**src/rtl/mult_hilo_unit.sv**
```systemverilog
// mult_hilo_unit: multicycle sequencer for the signed 32x32 multiplier plus the HI/LO result registers
module mult_hilo_unit #(
   parameter int SETTLE_CYCLES = 2
) (
   input  logic        clk,
   input  logic        rst,
   input  logic        start,
   input  logic [31:0] op_a,
   input  logic [31:0] op_b,
   output logic [31:0] mul_a,
   output logic [31:0] mul_b,
   input  logic [63:0] mul_p,
   input  logic        wr_hi,
   input  logic        wr_lo,
   input  logic [31:0] wr_data,
   output logic        busy,
   output logic        done,
   output logic        stall,
   output logic [31:0] hi,
   output logic [31:0] lo
);
   typedef enum logic {IDLE, WAIT} state_t;
   state_t      state_q, state_d;
   logic [3:0]  cnt_q, cnt_d;
   logic [31:0] mul_a_q, mul_a_d, mul_b_q, mul_b_d, hi_q, hi_d, lo_q, lo_d;
   logic        done_q, done_d;
   // next state: accept start and HI/LO moves in IDLE, count down the settle time in WAIT and capture on the last count
   always_comb begin
      state_d = state_q;
      cnt_d   = cnt_q;
      mul_a_d = mul_a_q;
      mul_b_d = mul_b_q;
      hi_d    = hi_q;
      lo_d    = lo_q;
      done_d  = 1'b0;
      if (state_q == IDLE) begin
         hi_d = wr_hi ? wr_data : hi_q;
         lo_d = wr_lo ? wr_data : lo_q;
         if (start) begin
            mul_a_d = op_a;
            mul_b_d = op_b;
            cnt_d   = 4'(SETTLE_CYCLES);
            state_d = WAIT;
         end
      end else if (cnt_q == 4'd1) begin
         {hi_d, lo_d} = mul_p;
         done_d  = 1'b1;
         cnt_d   = 4'd0;
         state_d = IDLE;
      end else begin
         cnt_d = cnt_q - 4'd1;
      end
   end
   // state and datapath registers; reset abandons any multiply in flight
   always_ff @(posedge clk or posedge rst) begin
      if (rst) begin
         state_q <= IDLE;
         cnt_q   <= 4'd0;
         mul_a_q <= 32'd0;
         mul_b_q <= 32'd0;
         hi_q    <= 32'd0;
         lo_q    <= 32'd0;
         done_q  <= 1'b0;
      end else begin
         state_q <= state_d;
         cnt_q   <= cnt_d;
         mul_a_q <= mul_a_d;
         mul_b_q <= mul_b_d;
         hi_q    <= hi_d;
         lo_q    <= lo_d;
         done_q  <= done_d;
      end
   end
   assign mul_a = mul_a_q;
   assign mul_b = mul_b_q;
   assign busy  = state_q == WAIT;
   assign stall = busy;
   assign done  = done_q;
   assign hi    = hi_q;
   assign lo    = lo_q;
endmodule

```
**config.mk**
```make
export PLATFORM = sky130hd
export DESIGN_NAME = mult_hilo_unit
export DESIGN_NICKNAME = d
export VERILOG_FILES = /design/src/rtl/mult_hilo_unit.sv
export SDC_FILE = /design/constraint.sdc
export NUM_CORES = 1
export LEC_CHECK = 0
export BUFFER_PORTS_ARGS = -buffer_cell sky130_fd_sc_hd__buf_2
export CORE_MARGIN = 3
export CORE_UTILIZATION = 40
export DETAILED_ROUTE_END_ITERATION = 8
export PLACE_DENSITY = 0.72
export SLEW_MARGIN = 20
export SYNTH_ARGS = -nofsm -noshare
export SYNTH_HDL_FRONTEND = slang
export SYNTH_SLANG_ARGS = --single-unit
```
**constraint.sdc**
```tcl
create_clock -name clk -period 4.3 [get_ports clk]
set_input_delay 0.215 -clock clk [delete_from_list [all_inputs] [get_ports clk]]
set_output_delay 0.215 -clock clk [all_outputs]
set_load 0.05 [all_outputs]
```
==> results.cfg, run 1 <==
[outcome]
status = completed

[layout]
drive_above_1_share = 0.591
syn2layout_area_growth_pct = 37.2
fillCellCount = 1229
final_cell_area_mm2 = 0.00800
antenna_cells = 0
finalNetCount = 937

[floorplan]
dieArea_mm2 = 0.0161
core_mm2 = 0.0141
die-height_um = 127
start_util = 0.414
ioPinCount = 296
die_x_um = 127
rows = 43

[grt]
grt_pass1_vias = 4449
grt_pass1_wl_mm = 22.3
grt_max_degree = 74
grt-ovfl-total = 0
antenna_found_initial = 1
grt_usage = 0.179

[cts]
numCtsBuffers = 17
cts_resized = 0
insertion_delay_ns = 0.41
cts-root-buf = clkbuf_16
path_clk_slew_ns = 0.06
clockBufferDepth = 2
cts_tree = done
postCtsHoldBufs = 1
htree_levels = 4
cts_setup_buffers = 0
clock_sinks = 134

[placed_design]
post-place-ws_ns = 1.83
dpl.hpwl_mm = 10.7
gp_congestion = 0.826
post_dp_cell_area_mm2 = 0.00743
port_buffers = 295

[logic_synthesis]
synth-seq-cells = 134
ys_types = 22
synth_top_area_frac = 0.575
ys_warn_count = 0
syn_nets = 641
syn-instance-count = 474
yosys.area.top_type = dfrtp_1
syn_avg_cell_area_um2 = 12.3
yosys-top-cells-area = dfrtp_1 (57%), mux2_2 (24%), nand2_1 (8.4%)
yosysSeqAreaShare = 0.575
netlist_area_mm2 = 0.00583

[timing]
maxSlewViolCount = 0
setup_viol = 0
rsz0062_at_grt = false
fin_ws_ns = 1.93
relSlewSlack = 0.294
worstMarginPinSlew_ns = 1.06
hold_viol_final = 0
final.setup.tns_ns = 0
period_share = 0.551
period_minus_slack_ns = 2.37
finalClockSkew_ns = 0.00853
clock.fmax_mhz = 422

[setup_path]
crit_chain = inv_1, a21oi_4, mux2_2
crit_type = reg -> reg
critPathCaptureType = flip-flop
cpMaxStageDelayCell = a21oi_4
worstSetupStartpointType = flip-flop
path_max_fanout = 36
path_buf_inv = 1
worstPathRequired_ns = 4.59
cp.arrival_ns = 2.65
crit_family = compound AO/OA/AOI/OAI gates
cpPeakStageDelay_ns = 0.88

[detailed_routing]
drt-wirelength-per-cell_um = 15.0
wl_mm = 14.4
via_per_inst = 4.56
drt_iter0_drc = 114
vias = 4373
first_pass_iters = 4
drc = 0
final_antenna_net_count = 0

[flow_run]
drv_cap = 0

[min_path]
hold_class = in -> reg
cell families (layout without fill, tap and decap cells):
logic type,count (synthesis),after routing,synth area share
AND/OR/NAND/NOR,171,171,0.129
flip-flops,134,134,0.575
multiplexers,128,128,0.250
buffers and inverters,31,336,0.0313
AO/OA/AOI/OAI,8,8,0.0114
adder cells (fa/ha/maj),2,2,0.00429
path summary, 6_finish.rpt:
kind	slack (ns)	to	start	cells after the start
max reg2reg	1.93	lo[26]	busy	3
min in group asynchronous	0.38	mul_b[6]	rst	3
min reg2reg	0.50	lo[24]	lo[24]	1
max in group asynchronous	2.82	hi[10]	rst	4
min	0.03	mul_b[21]	op_b[21]	2
max	1.93	lo[26]	busy	3
per-stage QoR:
| step | utilization | std cells | hold slack (ns) |
|---|---|---|---|
| floorplan | - | 474 | 0.367 |
| global placement | 0.527 | 929 | 0.279 |
| detailed placement | 0.527 | 929 | 0.277 |
| CTS | 0.566 | 958 | 0.0179 |
| global route | 0.568 | 959 | 0.0114 |
| finish | 0.568 | 959 | 0.0344 |
synthesized netlist by cell type (all sizes together):
library cell	instances
dfrtp	134
nand2	130
mux2	128
nand2b	33
buf	21
inv	6
a21oi	4
clkbuf	4
ha	2
nor2	2
nor2b	2
o21ai	2
and4bb	1
nand4b	1
nor3	1
o211ai	1
o22ai	1
or3	1
layout make-up:
class,instances,area (um2),share of cell area
inverters,6,27.5,0.00344
clock buffers,24,492,0.0614
clock inverters,4,47.5,0.00594
multi-input cells,309,2310,0.288
flip-flops and latches,134,3350,0.419
well taps,180,225,0.0281
repair buffers,302,1550,0.194
metal layers:
metal,share of wire,routed length [um],track usage,up-vias
met5,0.0010,15,0,-
met4,0.024,347,0.0744,2
met3,0.060,864,0.0560,26
met2,0.52,7410,0.309,142
met1,0.40,5730,0.204,2054
li1,-,-,-,2149
state kept, by name, indices dropped and copies added (netlist names):
name	count
hi	32
lo	32
mul_a	32
mul_b	32
cnt_q	4
busy	1
done	1
placed cells by master (no fill, tap or decap), types with 2 or more instances in the layout:
master	n
clkbuf_16	17
clkinv_2	2
clkbuf_1	3
mux2_4	4
nand2_1	130
ha_1	2
inv_1	5
mux2_2	124
dfrtp_1	133
o21ai_0	2
buf_4	5
a21oi_1	2
a21oi_4	2
nor2_1	2
clkbuf_8	4
buf_2	295
nand2b_1	33
Power of run 1 is left out: the tool's default activity adds up to more than one toggle a clock period on the data nets, which glitch-free logic cannot reach.
==> inputs of run 2 (changes only) <==
--- a/config.mk
+++ b/config.mk
@@ -9,7 +9,7 @@
 export CORE_MARGIN = 3
 export CORE_UTILIZATION = 40
 export DETAILED_ROUTE_END_ITERATION = 8
-export PLACE_DENSITY = 0.72
+export PLACE_DENSITY = 0.74
 export SLEW_MARGIN = 20
 export SYNTH_ARGS = -nofsm -noshare
 export SYNTH_HDL_FRONTEND = slang
==> constraint.sdc (replaced) <==
create_clock -name clk -period 1.91 [get_ports clk]
set_input_delay 0.0955 -clock clk [delete_from_list [all_inputs] [get_ports clk]]
set_output_delay 0.0955 -clock clk [all_outputs]
set_load 0.05 [all_outputs]
==> run 2 against run 1 <==
First-iteration DRC count is 68% higher. Sequential cell count stayed put. Wire length is 11% higher. Via count is 10% higher. Critical path depth is 2 higher. Core utilization is 6.0 points higher. Hold slack worse by 0.017 ns. Sequential share of layout area is 4.0 points lower. Final cell count is 8.3% higher. Worst setup slack worse by 1.8 ns. Maximum frequency is 37% higher. Global-route usage is 1.8 points higher. Largest cell class unchanged.
==> results.cfg, run 2 (synthesis results as in run 1) <==
[min_path]
whs_endpoint = hi[10]
hold_class = in -> reg
min_from = mul_p[42]
hold_path_depth = 4

[setup_path]
path_buf_inv = 1
worstPathRequired_ns = 2.19
crit_type = reg -> reg
cpMaxStageDelayCell = dfrtp_1
timing.rr.start = cnt_q[0]
crit_family = flip-flops
cpPeakStageDelay_ns = 0.41
critPathCaptureType = flip-flop
crit_chain = ha_1, and4bb_4, a21oi_4, buf_12, mux2_2
rr_endpoint = hi[5]
path_max_fanout = 32
cp.arrival_ns = 2.01
rrSetupSlack_ns = 0.18
r2r_cells = 5
worstSetupStartpointType = flip-flop

[floorplan]
start_util = 0.414
rows = 43
core_mm2 = 0.0141
dieArea_mm2 = 0.0161
die_x_um = 127
ioPinCount = 296
die-height_um = 127

[placed_design]
dpl.hpwl_mm = 11.1
port_buffers = 295
gp_congestion = 0.842
dp_cells = 936

[detailed_routing]
final_antenna_net_count = 0
vias = 4826
drt-wirelength-per-cell_um = 15.4
drc = 0
first_pass_iters = 4
wl_mm = 16.0
via_per_inst = 4.64
drt_iter0_drc = 191

[cts]
cts_setup_buffers = 0
postCtsHoldBufs = 71
clock_sinks = 134
cts-root-buf = clkbuf_16
path_clk_slew_ns = 0.06
numCtsBuffers = 17
htree_levels = 4
cts_tree = done
insertion_delay_ns = 0.40
cts_resized = 0
clockBufferDepth = 2

[layout]
fillCellCount = 1132
finalNetCount = 1013
most-common-layout-cells = buf_2 (295), dfrtp_1 (133), nand2_1 (130)
stdcell_count = 1039
antenna_cells = 0
utilization = 0.628
syn2layout_area_growth_pct = 51.7
final_common_cell = buf_2
drive_above_1_share = 0.551

[power_and_ir_drop]
vdd_ir_drop_max_mv = 1.31
power_mw = 19.2
power.static_leakage_nw = 4.62
p_per_area_mw_per_mm2 = 2170

[timing]
maxSlewViolCount = 0
period_minus_slack_ns = 1.73
period_share = 0.905
worstMarginPinSlew_ns = 0.788
finalClockSkew_ns = 0.00858
rsz0062_at_grt = false
clock.fmax_mhz = 578
hold_viol_final = 0
final.setup.tns_ns = 0
relSlewSlack = 0.475
setup_viol = 0

[grt]
grt-ovfl-total = 0
antenna_found_initial = 0
grt_pass1_wl_mm = 25.0
grt_max_degree = 135
grt_usage = 0.197
grt_pass1_vias = 4995

[flow_run]
drv_cap = 0

[outcome]
status = completed
## run 2: how the worst max path moves through the flow
stage / startpoint / to / slack, ns / cells past startpoint
floorplan: busy / lo[21] / 0.12 / 4
global placement: cnt_q[0] / hi[4] / 0.22 / 5
detailed placement: cnt_q[0] / hi[18] / 0.17 / 5
CTS: cnt_q[0] / hi[18] / 0.16 / 5
global route: busy / stall / 0.07 / 2
finish: cnt_q[0] / hi[5] / 0.18 / 5
## run 2: cell type report
class | instances | area, um2 | share of cell area
timing repair buffer | 378 | 2330 | 0.263
sequential | 134 | 3350 | 0.379
clock buffer | 18 | 439 | 0.0496
tap | 180 | 225 | 0.0254
multi-input combinational | 309 | 2310 | 0.261
clock inverter | 14 | 173 | 0.0195
inverter | 6 | 26.3 | 0.00297
## run 2: report_power, final
group / total [mW] / internal [mW] / leakage, nW / switching (mW)
combinational: 10.8 / 3.36 / 2.73 / 7.42
clock: 3.36 / 2.10 / 0.297 / 1.25
sequential: 5.05 / 4.32 / 1.60 / 0.729
## run 2: metal layers
metal / GRT usage / vias up / wire length, um
met5: 0 / - / 0
met4: 0.0675 / 0 / 333
met3: 0.0526 / 25 / 737
met2: 0.359 / 148 / 8750
met1: 0.222 / 2343 / 6180
li1: - / 2310 / -
## run 2: per-stage QoR
step / area [um2] / setup slack [ns] / hold WS [ns]
floorplan: 5840 / 0.118 / 0.247
global placement: 7530 / 0.220 / 0.327
detailed placement: 7530 / 0.169 / 0.331
CTS: 8850 / 0.162 / 0.000646
global route: 8850 / 0.0739 / 0.0134
finish: 8850 / 0.181 / 0.0173
## run 2: worst reg2reg max path, stage by stage, from the launching register on
cell      delay (ns)
dfrtp_1         0.41
ha_1            0.24
and4bb_4        0.24
a21oi_4         0.14
buf_12          0.22
mux2_2          0.37
No activity file was read; power rests on OpenSTA's default activity.
